===== src/rtl/pwm_duty_sched.sv =====
// rtl/pwm_duty_sched.sv - slew-limited duty scheduler with A/B target arbitration and soft start/stop
module pwm_duty_sched #(
  parameter int DW       = 11,
  parameter int STEP     = 16,
  parameter int MAX_DUTY = 2047
) (
  input  logic          clk,
  input  logic          rst_n,
  input  logic          en,
  input  logic          synch,
  input  logic          a_vld,
  input  logic [DW-1:0] a_duty,
  output logic          a_rdy,
  input  logic          b_vld,
  input  logic [DW-1:0] b_duty,
  output logic          b_rdy,
  output logic [DW-1:0] duty,
  output logic [1:0]    state,
  output logic          at_target
);

  typedef enum logic [1:0] {
    IDLE = 2'd0,
    RAMP = 2'd1,
    RUN  = 2'd2,
    STOP = 2'd3
  } state_t;

  localparam logic [DW:0] STEP_W = (DW+1)'(STEP);
  localparam logic [DW:0] MAX_W  = (DW+1)'(MAX_DUTY);

  state_t        state_q, state_d;
  logic [DW-1:0] duty_q, duty_d;
  logic [DW-1:0] tgt_q, tgt_d;
  logic          at_target_q, at_target_d;
  logic [DW-1:0] eff_q, eff_d;
  logic [DW:0]   diff;

  function automatic logic [DW-1:0] clamp(input logic [DW-1:0] v);
    return ({1'b0, v} > MAX_W) ? MAX_W[DW-1:0] : v;
  endfunction

  assign b_rdy = (state_q == RAMP) || (state_q == RUN);
  assign a_rdy = b_rdy && !b_vld;

  always_comb begin
    tgt_d = tgt_q;
    if (b_vld && b_rdy) begin
      tgt_d = clamp(b_duty);
    end else if (a_vld && a_rdy) begin
      tgt_d = clamp(a_duty);
    end
  end

  // Slew works from the registered target, so a target accepted on a synch edge waits one period.
  assign eff_q = b_rdy ? tgt_q : '0;

  always_comb begin
    duty_d = duty_q;
    diff   = '0;
    if (state_q == IDLE) begin
      duty_d = '0;
    end else if (synch) begin
      if (duty_q < eff_q) begin
        diff   = {1'b0, eff_q} - {1'b0, duty_q};
        duty_d = (diff > STEP_W) ? duty_q + STEP_W[DW-1:0] : eff_q;
      end else if (duty_q > eff_q) begin
        diff   = {1'b0, duty_q} - {1'b0, eff_q};
        duty_d = (diff > STEP_W) ? duty_q - STEP_W[DW-1:0] : eff_q;
      end
    end
  end

  always_comb begin
    state_d = state_q;
    case (state_q)
      IDLE: if (en) state_d = RAMP;
      RAMP: begin
        if (!en) begin
          state_d = STOP;
        end else if (synch && (duty_d == tgt_q)) begin
          state_d = RUN;
        end
      end
      RUN:  if (!en) state_d = STOP;
      STOP: begin
        if (en) begin
          state_d = RAMP;
        end else if (duty_q == '0) begin
          state_d = IDLE;
        end
      end
      default: state_d = IDLE;
    endcase
  end

  always_comb begin
    eff_d       = ((state_d == RAMP) || (state_d == RUN)) ? tgt_d : '0;
    at_target_d = (duty_d == eff_d);
  end

  always_ff @(posedge clk) begin
    if (!rst_n) begin
      state_q     <= IDLE;
      duty_q      <= '0;
      tgt_q       <= '0;
      at_target_q <= 1'b1;
    end else begin
      state_q     <= state_d;
      duty_q      <= duty_d;
      tgt_q       <= tgt_d;
      at_target_q <= at_target_d;
    end
  end

  assign duty      = duty_q;
  assign state     = state_q;
  assign at_target = at_target_q;

endmodule


===== config.mk =====
export PLATFORM = sky130hd
export DESIGN_NAME = pwm_duty_sched
export DESIGN_NICKNAME = d
export VERILOG_FILES = /design/src/rtl/pwm_duty_sched.sv
export SDC_FILE = /design/constraint.sdc
export NUM_CORES = 1
export LEC_CHECK = 0
export ABC_AREA = 1
export CORE_UTILIZATION = 35
export CTS_BUF_LIST = sky130_fd_sc_hd__clkbuf_16
export CTS_CLUSTER_SIZE = 28
export DETAILED_ROUTE_END_ITERATION = 7
export GPL_ROUTABILITY_DRIVEN = 0
export PLACE_DENSITY_LB_ADDON = 0.12
export SLEW_MARGIN = 30
export SYNTH_ARGS = -nofsm -noshare
export SYNTH_HDL_FRONTEND = slang
export SYNTH_SLANG_ARGS = --single-unit

===== constraint.sdc =====
create_clock -name clk -period 5.2 [get_ports clk]
set_clock_uncertainty 0.2 [all_clocks]
set_input_delay 0.78 -clock clk [delete_from_list [all_inputs] [get_ports clk]]
set_output_delay 0.78 -clock clk [all_outputs]
set_load 0.1 [all_outputs]

### After elaboration in Yosys (flattened, before gate mapping)

Index checks and enable logic that the tools add are counted.

* register bits after elaboration: 25
* input bits: 28
* output and inout bits: 16

* add/subtract/negate cells: 4
* $lt $le $gt $ge: 4
* equal/unequal tests: 7
* multiplexer cells: 17
* reductions and logical operators: 9

Operator list (count)
* $mux W11: 10
* $gt A12 B5 Y1 const B: 2
* $sub A11 B11 Y12: 2
* $eq A11 B11 Y1: 2
* $mux W2: 6
* $add A11 B5 Y11 const B: 1
* $gt A11 B11 Y1: 1
* $logic_not A11 Y1: 1
* $lt A11 B11 Y1: 1
* $sub A11 B5 Y11 const B: 1
* $pmux W2 S4: 1
* $eq A2 B2 Y1 const B: 3
* $eq A2 B1 Y1 const B: 2
* $logic_and A1 B1 Y1: 4
* $logic_not A2 Y1: 1
* $logic_or A1 B1 Y1: 2
* $logic_not A1 Y1: 1

### Logic depth before layout (Yosys ltp)

Gate-level depths: netlist (run 1).

* depth after elaboration: 19
* mapped depth: 43
* mapped depth without buffers: 42

### Least setup slack after synthesis (run 1)

OpenSTA, ideal clock, no wires.

* kind: reg-to-reg
* from: register state_q[0] (netlist: state[0])
* to: register at_target_q (netlist: at_target)
* arrival: 5.519 ns
* data required time: 4.887 ns
* slack: -0.632 ns
* stages on the path, launching flop included: 36
* buffers on the path: 3
* cell sequence: dfxtp_1 > inv_1 > ha_1 > buf_2 > nand2_1 > inv_1 > ha_1 > a21oi_1 > a21boi_0 > nand3_1 > nand2_1 > nand2_1 > nor2_8 > nand3_4 > buf_6 > nand2_1 > nand3_1 > nand2_1 > nand2_1 > nand2_1 > nand2_1 > nand2_1 > nand3_1 > nor2_1 > nand2_1 > nand2_1 > nand2_1 > a21oi_1 > nand2_1 > buf_2 > nand3_1 > nand3_1 > nand3_1 > nor2_1 > nand3_1 > nand2_1

* cells in the longest elaborated chain, start to end: 19
* elaborated cells on any way between the ends: 37
* classes of those cells: 2 x add/sub; 4 x order compare; 7 x eq/ne; 17 x mux; 7 x reduce/logical

Ends and longest elaborated chain
* from (decl): line 32 `state_t state_q, state_d;`
* from (signal assigned): line 109 `state_q <= state_d;`
* $eq A2 B1 Y1 / $eq A2 B2 Y1 (equally long branches): line 43 `assign b_rdy = (state_q == RAMP) || (state_q == RUN);`
* $logic_or A1 B1 Y1 (*): line 43
* named net b_rdy: line 16 `output logic b_rdy,`
* $mux W11: line 56 `assign eff_q = b_rdy ? tgt_q : '0;`
* $sub A11 B11 Y12: line 68 `diff = {1'b0, duty_q} - {1'b0, eff_q};`
* $gt A12 B5 Y1: line 69 `duty_d = (diff > STEP_W) ? duty_q - STEP_W[DW-1:0] : eff_q;`
* $mux W11: line 69
* $mux W11: line 67 `end else if (duty_q > eff_q) begin`
* [4 not listed]
* $logic_and A1 B1 Y1: line 81 `end else if (synch && (duty_d == tgt_q)) begin`
* $mux W2: line 81
* $mux W2: line 79 `if (!en) begin`
* $pmux W2 S4: line 76 `case (state_q)`
* $eq A2 B1 Y1 / $eq A2 B2 Y1 (equally long branches): line 98 `eff_d = ((state_d == RAMP) || (state_d == RUN)) ? tgt_d : '0;`
* $logic_or A1 B1 Y1: line 98
* $mux W11: line 98
* $eq A11 B11 Y1 (*): line 99 `at_target_d = (duty_d == eff_d);`
* to (signal assigned): line 112 `at_target_q <= at_target_d;`
* to (decl): line 35 `logic at_target_q, at_target_d;`

Mark *: on every way through the listed nets, which the timed path passes. The rest lies on a longest branch.
A chain may end at the register's enable or synchronous reset.

### Worst setup path after layout (run 1)

* from: register state_q[1] (netlist: state[1])
* to: register at_target_q (netlist: at_target)

* cells in the longest elaborated chain, start to end: 19
* elaborated cells on any way between the ends: 37
* classes of those cells: 2 x add/sub; 4 x order compare; 7 x eq/ne; 17 x mux; 7 x reduce/logical

Ends and longest elaborated chain
* $eq A2 B1 Y1 / $eq A2 B2 Y1 (equally long branches): line 43, 76
* $logic_or A1 B1 Y1: line 43
* $mux W11: line 56
* $sub A11 B11 Y12: line 68
* $gt A12 B5 Y1: line 69
* $mux W11: line 69
* $mux W11: line 67
* $mux W11: line 64 `if (duty_q < eff_q) begin`
* [3 not listed]
* $logic_and A1 B1 Y1: line 81
* $mux W2: line 81
* $mux W2: line 79
* $pmux W2 S4: line 76
* $eq A2 B1 Y1 / $eq A2 B2 Y1 (equally long branches): line 98
* $logic_or A1 B1 Y1: line 98
* $mux W11: line 98
* $eq A11 B11 Y1 (*): line 99

Every way passes the cells marked *; elsewhere a longest branch is shown, timed or not.

==> tab_implementation.tex, run 1 <==
\begin{tabular}{lr}
\hline
Metric & Value \\
\hline
\multicolumn{2}{l}{\textbf{Floorplanning}} \\
Initial Utilization & 0.361 \\
Core Area & 0.0109 mm2 \\
Width of the die & 108 um \\
Number of placement rows & 38 \\
Overall die area & 0.0116 mm2 \\
Die Y-Extent & 108 um \\
Number of primary I/O pins & 44 \\
\multicolumn{2}{l}{\textbf{Global routing}} \\
Tot GR Track Use & 0.231 \\
Initial antenna violation count & 0 \\
Pin count of the biggest net entering global routing & 25 \\
First-pass GRT wire length & 21400 um \\
Grt total ovfl & 0 \\
Via count of the first global-routing pass & 4533 \\
\multicolumn{2}{l}{\textbf{Setup path}} \\
Endpoint of the most critical register-to-register path & at\_target \\
Register-to-register setup slack & 0.41 ns \\
Element type at the critical path start & register \\
Kind of capture point of the worst setup path & register \\
Crit-path most repeated cell & nand2\_1 \\
Worst EP required & 5.22 ns \\
Setup crit end & at\_target \\
Worst r2r src & state[1] \\
Delay of the slowest cell on the worst path & 0.38 ns \\
Arrival time at the worst endpoint & 4.81 ns \\
Cell with the largest stage delay on the worst path & dfxtp\_4 \\
Worst Reg2Reg Path Length in Cells & 36 \\
Origin of the worst setup path & state[1] \\
Class of the most critical setup path & register to register \\
Worst-path fanout max & 21 \\
\multicolumn{2}{l}{\textbf{Timing}} \\
Fin Setup TNS & 0 ns \\
Fin worst setup slack & 0.407 ns \\
Number of endpoints with negative hold slack in the final report & 0 \\
Max-slew violations & 0 \\
Period utilization & 0.922 \\
Upper clock frequency limit & 209 MHz \\
Crit path time final & 4.79 ns \\
Final count of negative-setup-slack endpoints & 0 \\
Transition time at the pin with the least slew margin & 0.975 ns \\
Normalized max-slew margin & 0.348 \\
Unrepaired setup endpoints after global routing & false \\
\multicolumn{2}{l}{\textbf{Clock tree}} \\
Clock transition time at the flip-flop clock pins of the worst setup and hold paths & 0.07 ns \\
Number of hold buffers added after cts & 0 \\
Number of buffers added by the clock tree synthesis step & 3 \\
Clk buf depth & 2 \\
Root Buffer & clkbuf\_16 \\
TritonCTS clock tree & done \\
CTS sink count & 25 \\
Worst-skew pair later-pin latency & 0.27 ns \\
H-tree lvl count & 1 \\
\multicolumn{2}{l}{\textbf{Status}} \\
Outcome & complete, no violations \\
\multicolumn{2}{l}{\textbf{Logic synthesis}} \\
Sequential-to-total area share from yosys stat & 0.127 \\
Top\_reg\_cell synth & dfxtp\_1 \\
Synthesized instance count & 708 \\
Count of warnings emitted by yosys & 0 \\
Number of nets in the synthesized netlist & 764 \\
Count of cell types in the netlist & 38 \\
Synthesized flop and latch total & 25 \\
EDFF count, synth & 0 \\
Per-instance average area after synthesis & 5.55 um2 \\
Post-Syn Area & 0.00393 mm2 \\
Async S/R FF share, synth & 0 \\
\multicolumn{2}{l}{\textbf{Drt}} \\
Detail-routed net length per standard cell & 14.9 um \\
1st-iter DRT viols & 239 \\
Remaining design rule violation count & 0 \\
Final wirelength & 13500 um \\
Post-route ant nets & 0 \\
TritonRoute pass-1 iters & 5 \\
Post-detailed-route via-to-cell ratio & 5.19 \\
Total via count in the routed design & 4708 \\
\multicolumn{2}{l}{\textbf{Cells and area}} \\
Layout Cells excl Fill & 907 \\
Most frequent standard cell in the layout excluding fill and tap cells & nand2\_1 \\
Fraction of layout cells with a size suffix above 1 & 0.146 \\
FILL cells & 1159 \\
Total number of nets in the final design & 824 \\
Commonest cells after routing, fill and taps aside & 214 x nand2\_1, 109 x inv\_1, 83 x nand3\_1 \\
Number of diodes added for antenna fixing & 0 \\
Post-synthesis to final-layout area growth & 26.9\% \\
\multicolumn{2}{l}{\textbf{Placed design}} \\
Number of placed instances with taps included & 891 \\
Detailed placer's ending HPWL & 10800 um \\
Total of buffers placed on input and output ports & 43 \\
Setup slack after placement & 0.0905 ns \\
\multicolumn{2}{l}{\textbf{Hold path}} \\
Worst min-delay path category & register to register \\
\multicolumn{2}{l}{\textbf{Run}} \\
Number of maximum-capacitance violations & 0 \\
\hline
\end{tabular}
[layout make-up]
class | count | area [um2] | area share
clock buffer | 3 | 75.1 | 0.0151
clock inverter | 1 | 5.00 | 0.00100
inverter | 119 | 447 | 0.0897
multi-input combinational | 545 | 3080 | 0.619
sequential | 25 | 505 | 0.101
tap | 140 | 175 | 0.0352
timing repair buffer | 74 | 692 | 0.139
[stage by stage]
step	utilization	hold WS (ns)	area [um2]
after floorplan	-	0.480	3930
after global placement	0.422	0.470	4590
after detailed placement	0.422	0.474	4590
after CTS	0.429	0.489	4670
after global routing	0.458	0.553	4980
final	0.458	0.510	4980
[what timing repair did]
| item | CTS | global route |
|---|---|---|
| hold endpoints to repair | 0 | 0 |
| setup endpoints to repair | 0 | 1 |
| resized for setup | 0 | 49 |
| setup buffers | 0 | 11 |
[routing by layer]
metal / global-route usage / share of wire / up-vias
li1: - / - / 2389
met1: 0.288 / 0.44 / 2167
met2: 0.412 / 0.50 / 126
met3: 0.0108 / 0.031 / 26
met4: 0.103 / 0.031 / 0
met5: 0 / 0 / -
[flip-flops by register name (all words and copies together), names as in the netlist]
| name | flops |
|---|---|
| duty | 11 |
| state | 2 |
| tgt_q | 11 |
| at_target | 1 |
[synthesized netlist by cell type, types with 10 or more instances]
cell type / instances / area share
nand2_1: 222 / 0.21
inv_1: 111 / 0.11
nand3_1: 83 / 0.11
nor2_1: 49 / 0.047
a21oi_1: 30 / 0.038
nand4_1: 30 / 0.048
ha_1: 28 / 0.089
dfxtp_1: 25 / 0.13
o21ai_0: 20 / 0.025
o211ai_1: 14 / 0.027
nand2_2: 11 / 0.018
clkbuf_1: 10 / 0.0096
[worst min-delay path by stage]
stage / endpoint / slack [ns] / start / depth (start not counted)
after floorplan: tgt_q[7] / 0.48 / tgt_q[7] / 4
after global placement: state[1] / 0.47 / state[1] / 4
after detailed placement: state[1] / 0.47 / state[1] / 4
after CTS: state[1] / 0.49 / state[1] / 4
after global routing: state[1] / 0.55 / state[1] / 4
final: state[1] / 0.51 / state[1] / 4
[worst max-delay path, delay by kind of cell (launching register included)]
family / cells / cell delay [ns]
and+or+nand+nor: 30 / 3.09
adders and majority gates: 2 / 0.57
buffers and inverters: 4 / 0.52
DFF: 1 / 0.38
[cell families (layout without fill, tap and decap cells)]
family,Yosys count,after routing,share of synthesized area
AOI/OAI and AO/OA,76,76,0.112
xor gates and xnor gates,9,9,0.0201
adders and majority gates,28,28,0.0892
buffers and inverters,139,197,0.141
DFF,25,25,0.127
and+or+nand+nor,431,432,0.510
Power of run 1 is not shown: default switching activity piles up to over one toggle a cycle in this logic, so the estimate is an artifact.
==> run 2: changes to the inputs <==
--- a/config.mk
+++ b/config.mk
@@ -6,6 +6,7 @@
 export NUM_CORES = 1
 export LEC_CHECK = 0
 export ABC_AREA = 1
+export CAP_MARGIN = 0
 export CORE_UTILIZATION = 35
 export CTS_BUF_LIST = sky130_fd_sc_hd__clkbuf_16
 export CTS_CLUSTER_SIZE = 28
==> constraint.sdc (replaced) <==
create_clock -name clk -period 5.2 [get_ports clk]
set_clock_uncertainty 0.2 [all_clocks]
set_input_delay 0.78 -clock clk [delete_from_list [all_inputs] [get_ports clk]]
set_output_delay 0.78 -clock clk [all_outputs]
set_load 0.02 [all_outputs]
==> tab_implementation.tex, run 2 (same netlist as run 1, synthesis figures left out) <==
\begin{tabular}{lr}
\hline
Metric & Value \\
\hline
\multicolumn{2}{l}{\textbf{Status}} \\
Outcome & complete, no violations \\
\multicolumn{2}{l}{\textbf{Cells and area}} \\
Number of diodes added for antenna fixing & 0 \\
FILL cells & 1205 \\
Commonest cells after routing, fill and taps aside & 218 x nand2\_1, 111 x inv\_1, 83 x nand3\_1 \\
Fraction of layout cells with a size suffix above 1 & 0.131 \\
Most frequent standard cell in the layout excluding fill and tap cells & nand2\_1 \\
Total number of nets in the final design & 829 \\
Post-synthesis to final-layout area growth & 25.0\% \\
Final std cell area, no fill & 0.00491 mm2 \\
\multicolumn{2}{l}{\textbf{Clock tree}} \\
CTS sink count & 25 \\
TritonCTS clock tree & done \\
Clock transition time at the flip-flop clock pins of the worst setup and hold paths & 0.07 ns \\
Clk buf depth & 2 \\
Root Buffer & clkbuf\_16 \\
H-tree lvl count & 1 \\
Number of buffers added by the clock tree synthesis step & 3 \\
Number of hold buffers added after cts & 0 \\
Worst-skew pair later-pin latency & 0.26 ns \\
\multicolumn{2}{l}{\textbf{Drt}} \\
Total via count in the routed design & 4705 \\
Post-detailed-route via-to-cell ratio & 5.16 \\
Remaining design rule violation count & 0 \\
Post-route ant nets & 0 \\
TritonRoute pass-1 iters & 5 \\
Final wirelength & 13100 um \\
Detail-routed net length per standard cell & 14.4 um \\
1st-iter DRT viols & 329 \\
\multicolumn{2}{l}{\textbf{Setup path}} \\
Arrival time at the worst endpoint & 4.75 ns \\
Delay of the slowest cell on the worst path & 0.37 ns \\
Kind of capture point of the worst setup path & register \\
Worst EP required & 5.16 ns \\
Cell with the largest stage delay on the worst path & dfxtp\_2 \\
Element type at the critical path start & register \\
Class of the most critical setup path & register to register \\
Worst-path fanout max & 21 \\
Crit-path most repeated cell & nand2\_1 \\
\multicolumn{2}{l}{\textbf{Timing}} \\
Worst hold margin & 0.610 ns \\
Period utilization & 0.922 \\
Transition time at the pin with the least slew margin & 0.808 ns \\
Crit path time final & 4.79 ns \\
Upper clock frequency limit & 209 MHz \\
Final count of negative-setup-slack endpoints & 0 \\
Number of endpoints with negative hold slack in the final report & 0 \\
Max-slew violations & 0 \\
Unrepaired setup endpoints after global routing & false \\
Normalized max-slew margin & 0.461 \\
Fin worst setup slack & 0.407 ns \\
\multicolumn{2}{l}{\textbf{Global routing}} \\
Initial antenna violation count & 0 \\
Pin count of the biggest net entering global routing & 25 \\
Via count of the first global-routing pass & 4342 \\
Grt total ovfl & 0 \\
First-pass GRT wire length & 20800 um \\
Tot GR Track Use & 0.227 \\
\multicolumn{2}{l}{\textbf{Floorplanning}} \\
Width of the die & 108 um \\
Overall die area & 0.0116 mm2 \\
Number of placement rows & 38 \\
Number of primary I/O pins & 44 \\
Die Y-Extent & 108 um \\
Initial Utilization & 0.361 \\
Core Area & 0.0109 mm2 \\
\multicolumn{2}{l}{\textbf{Placed design}} \\
Total of buffers placed on input and output ports & 43 \\
Detailed placer's ending HPWL & 10700 um \\
Setup slack after placement & -0.0376 ns \\
Placed inst area & 0.00465 mm2 \\
\multicolumn{2}{l}{\textbf{Hold path}} \\
Worst min-delay path category & register to register \\
\multicolumn{2}{l}{\textbf{Run}} \\
Number of maximum-capacitance violations & 0 \\
\hline
\end{tabular}
## run 2: cell types whose count changed in the layout (fill, tap and decap cells not counted), sizes merged
cell    change
buf         +5
clkinv      -1
inv         +1
## run 2: worst max-delay path: cells and delay by family (launching register included)
kind            cells  cell delay [ns]
fa+ha+maj           2             0.56
flops               1             0.37
buf+inv             8             0.87
compound gates      1             0.14
simple gates       31             2.49
## run 2: metal layers
layer | global-route usage | vias up | part of all wire
met1 | 0.290 | 2117 | 0.45
met2 | 0.393 | 152 | 0.47
li1 | - | 2397 | -
met4 | 0.101 | 0 | 0.041
met5 | 0 | - | 0
met3 | 0.0127 | 39 | 0.041
## run 2: cell type report
| cell class | instances | area [um2] | area share |
|---|---|---|---|
| clock buffers | 3 | 75.1 | 0.0153 |
| inverters | 119 | 447 | 0.0910 |
| clock inverters | 1 | 3.75 | 0.000765 |
| repair buffers | 79 | 711 | 0.145 |
| multi-input cells | 545 | 3000 | 0.610 |
| flip-flops and latches | 25 | 502 | 0.102 |
| well taps | 140 | 175 | 0.0357 |
## run 2: worst paths after layout
check,cells past startpoint,endpoint,slack [ns],startpoint
worst max-delay path,42,at_target,0.41,state[0]
worst max register to register,42,at_target,0.41,state[0]
worst min-delay path,4,tgt_q[7],0.61,tgt_q[7]
worst min register to register,4,tgt_q[7],0.61,tgt_q[7]
## run 2: through the flow
stage,utilization,cells,TNS [ns]
final,0.451,912,0
after global routing,0.451,912,0
after CTS,0.434,903,0
after detailed placement,0.427,899,-0.0376
after global placement,0.427,899,0
after floorplan,-,708,0
## run 2: repair_timing
item,in CTS,in global routing
setup endpoints to repair,1,1
resized for setup,1,28
pin swaps,0,4
cloned,0,1
buffers inserted,0,8
Power of run 2 is left out for the same reason.
==> run 3: changes to the inputs <==
--- a/config.mk
+++ b/config.mk
@@ -6,6 +6,7 @@
 export NUM_CORES = 1
 export LEC_CHECK = 0
 export ABC_AREA = 1
+export ABC_CLOCK_PERIOD_IN_PS = 5200
 export CAP_MARGIN = 0
 export CORE_UTILIZATION = 35
 export CTS_BUF_LIST = sky130_fd_sc_hd__clkbuf_16
@@ -13,6 +14,8 @@
 export DETAILED_ROUTE_END_ITERATION = 7
 export GPL_ROUTABILITY_DRIVEN = 0
 export PLACE_DENSITY_LB_ADDON = 0.12
+export REMOVE_ABC_BUFFERS = 1
+export SETUP_SLACK_MARGIN = 0.5
 export SLEW_MARGIN = 30
 export SYNTH_ARGS = -nofsm -noshare
 export SYNTH_HDL_FRONTEND = slang
==> tab_implementation.tex, run 3 (same netlist as run 1, synthesis figures left out) <==
\begin{tabular}{lr}
\hline
Metric & Value \\
\hline
\multicolumn{2}{l}{\textbf{Status}} \\
Outcome & complete, no violations \\
\multicolumn{2}{l}{\textbf{Global routing}} \\
Tot GR Track Use & 0.226 \\
Pin count of the biggest net entering global routing & 25 \\
First-pass GRT wire length & 21200 um \\
Via count of the first global-routing pass & 4384 \\
Grt total ovfl & 0 \\
Initial antenna violation count & 0 \\
\multicolumn{2}{l}{\textbf{Setup path}} \\
Kind of capture point of the worst setup path & register \\
Worst r2r src & state[0] \\
Cell with the largest stage delay on the worst path & dfxtp\_4 \\
Element type at the critical path start & register \\
Delay of the slowest cell on the worst path & 0.37 ns \\
Setup crit end & at\_target \\
Origin of the worst setup path & state[0] \\
Worst EP required & 5.16 ns \\
Endpoint of the most critical register-to-register path & at\_target \\
Class of the most critical setup path & register to register \\
Worst Reg2Reg Path Length in Cells & 37 \\
Register-to-register setup slack & 0.57 ns \\
Worst-path fanout max & 11 \\
Crit-path most repeated cell & nand2\_1 \\
Arrival time at the worst endpoint & 4.59 ns \\
\multicolumn{2}{l}{\textbf{Clock tree}} \\
Worst-skew pair later-pin latency & 0.26 ns \\
CTS sink count & 25 \\
TritonCTS clock tree & done \\
Root Buffer & clkbuf\_16 \\
Clk buf depth & 2 \\
Number of buffers added by the clock tree synthesis step & 3 \\
Clock transition time at the flip-flop clock pins of the worst setup and hold paths & 0.07 ns \\
H-tree lvl count & 1 \\
Number of hold buffers added after cts & 0 \\
\multicolumn{2}{l}{\textbf{Floorplanning}} \\
Number of primary I/O pins & 44 \\
Die Y-Extent & 108 um \\
Overall die area & 0.0116 mm2 \\
Number of placement rows & 38 \\
Width of the die & 108 um \\
Core Area & 0.0109 mm2 \\
Initial Utilization & 0.361 \\
\multicolumn{2}{l}{\textbf{Drt}} \\
TritonRoute pass-1 iters & 5 \\
Detail-routed net length per standard cell & 14.5 um \\
Post-detailed-route via-to-cell ratio & 5.17 \\
Final wirelength & 13300 um \\
Total via count in the routed design & 4746 \\
1st-iter DRT viols & 287 \\
Remaining design rule violation count & 0 \\
Post-route ant nets & 0 \\
\multicolumn{2}{l}{\textbf{Timing}} \\
Fin Setup TNS & 0 ns \\
Normalized max-slew margin & 0.435 \\
Upper clock frequency limit & 216 MHz \\
Final count of negative-setup-slack endpoints & 0 \\
Crit path time final & 4.63 ns \\
Transition time at the pin with the least slew margin & 0.847 ns \\
Unrepaired setup endpoints after global routing & true \\
Worst hold margin & 0.600 ns \\
Fin worst setup slack & 0.566 ns \\
Max-slew violations & 0 \\
Number of endpoints with negative hold slack in the final report & 0 \\
Period utilization & 0.891 \\
\multicolumn{2}{l}{\textbf{Placed design}} \\
Number of placed instances with taps included & 890 \\
Detailed placer's ending HPWL & 10400 um \\
Total of buffers placed on input and output ports & 43 \\
Setup slack after placement & -0.0566 ns \\
\multicolumn{2}{l}{\textbf{Cells and area}} \\
Post-synthesis to final-layout area growth & 31.9\% \\
Number of diodes added for antenna fixing & 0 \\
Total number of nets in the final design & 835 \\
Fraction of layout cells with a size suffix above 1 & 0.193 \\
Most frequent standard cell in the layout excluding fill and tap cells & nand2\_1 \\
Layout Cells excl Fill & 918 \\
Commonest cells after routing, fill and taps aside & 195 x nand2\_1, 104 x inv\_1, 79 x nand3\_1 \\
\multicolumn{2}{l}{\textbf{Run}} \\
Number of maximum-capacitance violations & 0 \\
\multicolumn{2}{l}{\textbf{Hold path}} \\
Worst min-delay path category & register to register \\
\hline
\end{tabular}
## run 3: stage by stage
step / utilization / instance area (um2)
after floorplan: - / 3820
after global placement: 0.421 / 4580
after detailed placement: 0.421 / 4580
after CTS: 0.446 / 4860
after global routing: 0.476 / 5180
final: 0.476 / 5180
## run 3: layer usage
metal	GRT usage	part of all wire	vias up
met5	0	0	-
met1	0.296	0.47	2179
met3	0.0133	0.032	22
li1	-	-	2415
met4	0.0528	0.021	0
met2	0.403	0.48	130
## run 3: final cells by class
cell class / count / area, um2
fill: 1144 / 5710
clock inverter: 1 / 3.75
sequential: 25 / 505
clock buffer: 3 / 75.1
inverter: 119 / 452
tap: 140 / 175
timing repair buffer: 85 / 800
multi-input combinational: 545 / 3170
## run 3: critical path: cells and delay by family (launching register included)
kind            cells  cell delay (ns)
compound gates      3             0.36
fa+ha+maj           2             0.55
simple gates       26             2.39
buf+inv             6             0.63
flops               1             0.37
## run 3: worst min path at each step
stage / startpoint / end / slack, ns / cells after the start
6_report: duty[3] / duty[3] / 0.60 / 6
5_1_grt: duty[7] / duty[7] / 0.66 / 4
4_1_cts: tgt_q[10] / tgt_q[10] / 0.60 / 4
3_5_place_dp: tgt_q[10] / tgt_q[10] / 0.58 / 4
3_3_place_gp: state[1] / state[1] / 0.56 / 5
2_1_floorplan: tgt_q[7] / tgt_q[7] / 0.48 / 4
## run 3: timing repair
action                                  4_1_cts  5_1_grt
gates cloned                                  0        2
resized for setup                            30       57
pin swaps                                     7       15
endpoints found under the setup margin        1        1
buffers inserted                              7       15
Power of run 3 is left out for the same reason.
